**config.mk**
```make
export PLATFORM = sky130hd
export DESIGN_NAME = sub_serial_ctrl
export DESIGN_NICKNAME = d
export VERILOG_FILES = /design/src/rtl/sub_serial_ctrl.sv
export SDC_FILE = /design/constraint.sdc
export NUM_CORES = 1
export LEC_CHECK = 0
export ABC_AREA = 1
export CAP_MARGIN = 25
export CORE_MARGIN = 2
export CORE_UTILIZATION = 45
export DETAILED_ROUTE_END_ITERATION = 10
export PLACE_DENSITY = 0.77
export SYNTH_ARGS = -nofsm -noshare
export SYNTH_HDL_FRONTEND = slang
export SYNTH_SLANG_ARGS = --single-unit
export TNS_END_PERCENT = 50
```
**constraint.sdc**
```tcl
create_clock -name clk -period 1.1 [get_ports clk]
set_input_delay 0.22 -clock clk [delete_from_list [all_inputs] [get_ports clk]]
set_output_delay 0.22 -clock clk [all_outputs]
set_load 0.05 [all_outputs]
```
**src/rtl/sub_serial_ctrl.sv**
```systemverilog
// Bit-serial subtract sequencer driving an external one-bit full-subtractor cell, LSB first.
// Define SUB_SERIAL_OVF_EN to add the signed-overflow output v.
module sub_serial_ctrl #(
    parameter int WIDTH = 8
) (
    input  logic             clk,
    input  logic             rst,
    input  logic             start,
    input  logic [WIDTH-1:0] a,
    input  logic [WIDTH-1:0] b,
    input  logic             bin,
    output logic             busy,
    output logic             done,
    output logic [WIDTH-1:0] d,
    output logic             bout,
    output logic             cell_a,
    output logic             cell_b,
    output logic             cell_bi,
    input  logic             cell_d,
    input  logic             cell_bo
`ifdef SUB_SERIAL_OVF_EN
    ,
    output logic             v
`endif
);

    localparam int CW = (WIDTH > 1) ? $clog2(WIDTH) : 1;

    typedef enum logic [1:0] {IDLE, RUN, DONE} state_t;

    state_t           state, state_nxt;
    logic [WIDTH-1:0] a_sh, b_sh, d_sh;
    logic             brw;
    logic [CW-1:0]    cnt;
    logic             last;
    logic [WIDTH-1:0] d_new;

`ifdef SUB_SERIAL_OVF_EN
    logic a_msb, b_msb;
`endif

    assign last  = (cnt == CW'(WIDTH - 1));
    assign d_new = {cell_d, d_sh[WIDTH-1:1]};
    assign busy  = (state != IDLE);
    assign done  = (state == DONE);

    always_ff @(posedge clk) begin
        if (rst) state <= IDLE;
        else     state <= state_nxt;
    end

    always_comb begin
        state_nxt = state;
        cell_a    = 1'b0;
        cell_b    = 1'b0;
        cell_bi   = 1'b0;
        case (state)
            IDLE: if (start) state_nxt = RUN;
            RUN: begin
                cell_a  = a_sh[0];
                cell_b  = b_sh[0];
                cell_bi = brw;
                if (last) state_nxt = DONE;
            end
            DONE:    state_nxt = IDLE;
            default: state_nxt = IDLE;
        endcase
    end

    // The cell is combinational: its D/bo for the current bit are captured on the same edge.
    always_ff @(posedge clk) begin
        if (rst) begin
            a_sh <= '0;
            b_sh <= '0;
            d_sh <= '0;
            brw  <= 1'b0;
            cnt  <= '0;
            d    <= '0;
            bout <= 1'b0;
`ifdef SUB_SERIAL_OVF_EN
            a_msb <= 1'b0;
            b_msb <= 1'b0;
            v     <= 1'b0;
`endif
        end else begin
            case (state)
                IDLE: begin
                    if (start) begin
                        a_sh <= a;
                        b_sh <= b;
                        brw  <= bin;
                        cnt  <= '0;
`ifdef SUB_SERIAL_OVF_EN
                        a_msb <= a[WIDTH-1];
                        b_msb <= b[WIDTH-1];
`endif
                    end
                end
                RUN: begin
                    a_sh <= a_sh >> 1;
                    b_sh <= b_sh >> 1;
                    d_sh <= d_new;
                    brw  <= cell_bo;
                    cnt  <= cnt + CW'(1);
                    if (last) begin
                        d    <= d_new;
                        bout <= cell_bo;
`ifdef SUB_SERIAL_OVF_EN
                        v    <= (a_msb ^ b_msb) & (a_msb ^ d_new[WIDTH-1]);
`endif
                    end
                end
                default: ;
            endcase
        end
    end

endmodule
```
==> impl_results.md, run 1 <==
* Detailed Routing Iterations Pass 1 at 4
* Yosys top cell area share at between 40% and 50%
* Register-to-Register Setup Slack at -0.17 ns
* Synthesized area at between 1500 and 2000 µm²
* Initial antenna violation count at 0
* Final hold vios at 0
* Netlist cell types at 16
* Crit-path max cell delay at 0.39 ns
* Post-DR vias/cell at about 4.8
* Tot GR Track Use at a little under a quarter
* Syn_area_per_cell at 6.60 µm²
* I/O Pins at 36
* Total congestion overflow at 0
* DR DRC count at 0
* Largest net degree at the start of global routing at 36
* Setup tns final at -3.68 ns
* RR Endpoint: d[2]
* Layout area overhead at 57.6%
* Clock buffer depth at 2
* Synth area leader: dfxtp_1
* Die Ht at between 60 and 70 µm
* Core Area at ~3700 µm²
* Die W at about 66 µm
* Vias in the first global route at 1,680
* WP data required at just under 0.9 ns
* Slew headroom at 86.9%
* Final WS setup at -0.192 ns
* Tmin final at ~1.3 ns
* Area contributors post-synth: dfxtp_1 (44%), nand2_1 (19%), nor2_1 (12%), nand3_1 (6.7%), inv_1 (4.8%)
* Reg2reg start: state[0]
* CP cell instances: inv_8 -> buf_12 -> nor2_4 -> buf_6
* Synth Instances at approximately 260
* Reg clk slew, reported paths at roughly 0.070 ns
* GPL Wtd Cong at about 0.77
* Total of max-cap violations at 0
* Setup crit end kind: output pin
* Layout fillers at 255
* Crit Path Max Fanout at 3
* Leakage at ~1.3 nW
* Wire length per cell at 12.4 µm
* Violated checks: setup timing
* CTS tree: built
* Post-route ant nets at 0
* Global-route wire length before repair at between 7 and 8 mm
* Period utilization at 117%
* Commonest non-fill, non-tap cells in the layout: nand2_1 (83), nor2_1 (52), dfxtp_1 (33)
* IO Port Bufs at 35
* Final Skew at 0.00333 ns
* FF+latch count, synth at 38
* Starting density of the core at between 40% and 50%
* RSZ-0062 raised after global routing: yes
* CTS buffer count at 5
* CTS root buf: clkbuf_8
* Ant diodes at 0
* Clock latency at the later pin of the worst-skew pair at 0.29 ns
* Max IR drop VDD at ~0.0011 V
* Htree depth at 2
* Crit path kind: flop to output pin
* Type of element launching the critical path: flop
* Status: finished with violations
* Worst min-delay path class: flop to flop
* Final slew viol count at 0
* Share of layout cells above drive strength 1 at about a quarter
* Post-synthesis sequential area ratio at about 44%
* Commonest non-fill, non-tap cell in the layout: nand2_1
* Final Net Count at 343
* Pwr/cell area at roughly 1200 nW/µm²
* Worst Reg-to-Reg Cells at 7
* First-iteration detailed-routing DRC count at approximately 160
* Clock Sinks at 38
* Worst setup endpoint: done
* Vias at 1,772
* Peak Freq at 774 MHz
* WL final at between 4 and 5 mm
* WP data arrival at around 1.1 ns
* Cell Rows at 22
* Critical-path top delay cell: dfxtp_4
* Final setup violation count at between 40 and 50
* Syn Nets at 285
* CTS Hold Bufs at 0
* Yosys warns at 0
* Crit path from: state[1]
* Die area at approximately 4300 µm²
* Worst-margin pin slew at ~0.20 ns
* Dpl hpwl at 2.65 mm
* Hold_ws at approximately 0.46 ns
Yosys cell counts, drive strengths merged:
library cell / n
clkbuf: 3
dfxtp: 38
a21oi: 5
o21ai: 9
nand3: 23
nand2: 88
inv: 24
ha: 2
buf: 10
nor2: 59
metrics by stage:
stage | util (%) | cells | setup slack [ns] | area (µm²) | power [mW]
3_5_place_dp | 65.3 | 347 | -0.232 | 2390 | 2.10
6_report | 74.1 | 367 | -0.192 | 2710 | 3.29
3_3_place_gp | 65.3 | 347 | -0.199 | 2390 | 2.08
4_1_cts | 71.9 | 363 | -0.197 | 2630 | 3.26
2_1_floorplan | - | 261 | -0.0517 | 1790 | 1.88
5_1_grt | 74.1 | 367 | -0.245 | 2710 | 3.45
where the power goes:
part           total (mW)  internal (mW)  switching (mW)
registers            1.52           1.46          0.0579
logic               0.658          0.316           0.343
clock network        1.11          0.634           0.480
total                3.29           2.41           0.880
area by class of cell:
class	instances	area [µm²]	area share, %
multi-input combinational	187	913	33.7
inverter	24	100	3.69
clock buffer	7	108	3.97
tap	48	60.1	2.21
timing repair buffer	63	759	28.0
sequential	38	772	28.5
worst max-delay path: cells and delay by family, from the launching register on:
kind / cells / cell delay [ns]
buffers and inverters: 3 / 0.32
and+or+nand+nor: 1 / 0.07
DFF: 1 / 0.39
kinds of logic (layout without fill, tap and decap cells):
| logic type | count (synthesis) | in the layout | synth area share, % |
|---|---|---|---|
| flops | 38 | 38 | 44.2 |
| fa+ha+maj | 2 | 2 | 1.45 |
| buf+inv | 37 | 94 | 9.74 |
| simple gates | 170 | 171 | 39.9 |
| compound gates | 14 | 14 | 4.72 |
registers in the layout, summed over array words and instances (netlist names):
| signal | count |
|---|---|
| a_sh | 8 |
| b_sh | 8 |
| bout | 1 |
| brw | 1 |
| cnt | 3 |
| d | 8 |
| d_sh | 7 |
| state | 2 |
metal layers:
metal  GRT usage (%)  wire length, µm  vias to the layer above
met1            28.7             1960                      801
met2            36.0             2200                       51
met4            13.0              141                        0
li1                -                -                      906
met5               0                0                        -
met3            7.84              242                       14
worst min-delay path by stage:
stage | depth (start not counted) | startpoint | slack, ns | to
finish | 2 | d_sh[6] | 0.46 | d[5]
detailed placement | 2 | a_sh[7] | 0.45 | a_sh[7]
global placement | 2 | a_sh[7] | 0.45 | a_sh[7]
global route | 2 | a_sh[7] | 0.48 | a_sh[7]
floorplan | 1 | rst | 0.29 | a_sh[7]
CTS | 2 | a_sh[7] | 0.46 | a_sh[7]
timing repair:
action / 4_1_cts / 5_1_grt
resized for setup: 20 / 21
gates cloned: 1 / 1
pin swaps: 5 / 11
buffers inserted: 8 / 4
setup endpoints to repair: 43 / 44
Note: power is estimated with default switching activity, not from simulation.
==> run 2, diff against run 1 <==
CTS_BUF_LIST = sky130_fd_sc_hd__clkbuf_8   (was default)
==> run 2 against run 1 <==
  * The flow still finishes with violations (setup timing)
  * Core utilization increased by 1.9 points
  * Combinational power is 9.7% higher
  * Total power rose by 4.8%
  * Register-to-register slack hardly changed
  * Sequential share of layout area is 0.79 points lower
==> impl_results.md, run 2 (synthesis results as in run 1) <==
* Status: finished with violations
* Violated checks: setup timing
* Dpl hpwl at about 2.6 mm
* Die W at about 66 µm
* Reg clk slew, reported paths at around 0.070 ns
* Crit Path Max Fanout at 3
* Hold endpoint: d[5]
* Clock buffer depth at 2
* Commonest non-fill, non-tap cells in the layout: nand2_1 (85), nor2_1 (53), dfxtp_1 (35)
* Period utilization at 119%
* I/O Pins at 36
* Post-DR vias/cell at roughly 5
* Type of element launching the critical path: flop
* Crit path kind: flop to output pin
* Leakage at about 1.3 nW
* Post-route ant nets at 0
* WP data required at 0.88 ns
* Detailed Routing Iterations Pass 1 at 4
* Largest net degree at the start of global routing at 36
* Tmin final at approximately 1.3 ns
* CTS root buf: clkbuf_8
* Wire length per cell at 13.4 µm
* CTS buffer count at 5
* Register-to-Register Setup Slack at -0.16 ns
* IO Port Bufs at 35
* Setup crit end kind: output pin
* Final setup violation count at 37
* Peak Freq at 763 MHz
* Layout area overhead at 61.6%
* Reg2reg start: state[0]
* Hold path depth at 2
* Cell Rows at 22
* Core Area at approximately 3700 µm²
* Total congestion overflow at 0
* CTS tree: built
* Worst Reg-to-Reg Cells at 7
* Largest regs: a_sh x8, b_sh x8, d x8
* Slew headroom at approximately 86%
* Vias at between 1.5k and 2k
* RR Endpoint: a_sh[6]
* DR DRC count at 0
* Max IR drop VDD at between 0.001 and 0.0015 V
* Final Skew at ~0.0058 ns
* Die Ht at approximately 66 µm
* Vias in the first global route at between 1.5k and 2k
* Ant diodes at 0
* Total of max-cap violations at 0
* Initial antenna violation count at 0
* Worst min-delay path class: flop to flop
* Commonest non-fill, non-tap cell in the layout: nand2_1
* WL final at 4.93 mm
* Pre-CTS WS at -0.232 ns
* Final slew viol count at 0
* Worst-margin pin slew at 0.204 ns
* Share of layout cells above drive strength 1 at 24.4%
* GPL Wtd Cong at between 0.7 and 0.8
* Starting density of the core at between 40% and 50%
* Htree depth at 2
* Final Net Count at 344
* Clock latency at the later pin of the worst-skew pair at approximately 0.29 ns
* First-iteration detailed-routing DRC count at 142
* RSZ-0062 raised after global routing: yes
* Tot GR Track Use at between 20% and 30%
* Final WS setup at -0.210 ns
* Global-route wire length before repair at between 7 and 8 mm
* Placed Area at 2390 µm²
* Post-route cell area at between 2000 and 3000 µm²
* Hold Startpoint: d_sh[6]
* Die area at 4340 µm²
* Final hold vios at 0
* Pwr/cell area at around 1200 nW/µm²
* WP data arrival at approximately 1.1 ns
* Clock Sinks at 38
## run 2: cell count changes in the layout (fill, tap and decap cells not counted), moves of 2 or more
cell / previous run / this run
buf_12: 16 / 18
buf_4: 18 / 16
clkbuf_16: 1 / 3
dfxtp_1: 33 / 35
dfxtp_2: 3 / 1
nand2_1: 83 / 85
nand2_4: 3 / 1
## run 2: worst max-delay path: stages (launching register included)
cell     delay, ns
dfxtp_4       0.37
nor2_1        0.17
inv_1         0.10
buf_12        0.15
## run 2: per-stage QoR
step / cells / power (mW) / setup TNS, ns / hold slack [ns] / util (%)
final: 368 / 3.45 / -3.72 / 0.469 / 76.0
after global routing: 368 / 3.59 / -5.48 / 0.497 / 76.0
after CTS: 361 / 3.33 / -2.66 / 0.461 / 71.3
after detailed placement: 347 / 2.10 / -7.16 / 0.450 / 65.3
after global placement: 347 / 2.08 / -6.34 / 0.447 / 65.3
after floorplan: 261 / 1.88 / -0.294 / 0.289 / -
## run 2: power breakdown
group / switching, mW / total (mW) / internal, mW
Combinational: 0.364 / 0.722 / 0.358
Sequential: 0.0571 / 1.52 / 1.46
Clock: 0.484 / 1.21 / 0.725
## run 2: worst max path at each step
stage,start,endpoint,cells after the start
final,state[1],busy,3
after global placement,start,a_sh[0],6
after detailed placement,start,b_sh[4],6
after global routing,state[0],busy,3
after floorplan,state[1],cell_a,4
after CTS,state[1],cell_b,4
## run 2: layer usage
layer | share of wire (%) | routed length (µm) | track usage [%]
met5 | 0 | 0 | 0
met4 | 3.2 | 159 | 10.9
met3 | 5.9 | 292 | 5.62
met2 | 50 | 2460 | 37.1
met1 | 41 | 2020 | 27.4
## run 2: layout make-up
type,instances,area (µm²)
inverter,24,97.6
multi-input combinational,186,897
sequential,38,769
timing repair buffer,65,845
fill,246,880
clock buffer,6,82.6
clock inverter,1,30.0
tap,48,60.1
## run 2: repair_timing
item,4_1_cts,5_1_grt
endpoints found under the setup margin,43,44
endpoints found under the hold margin,0,0
resized for setup,19,12
gates cloned,0,4
pin swaps,7,6
setup buffers,7,3
hold buffers,0,0
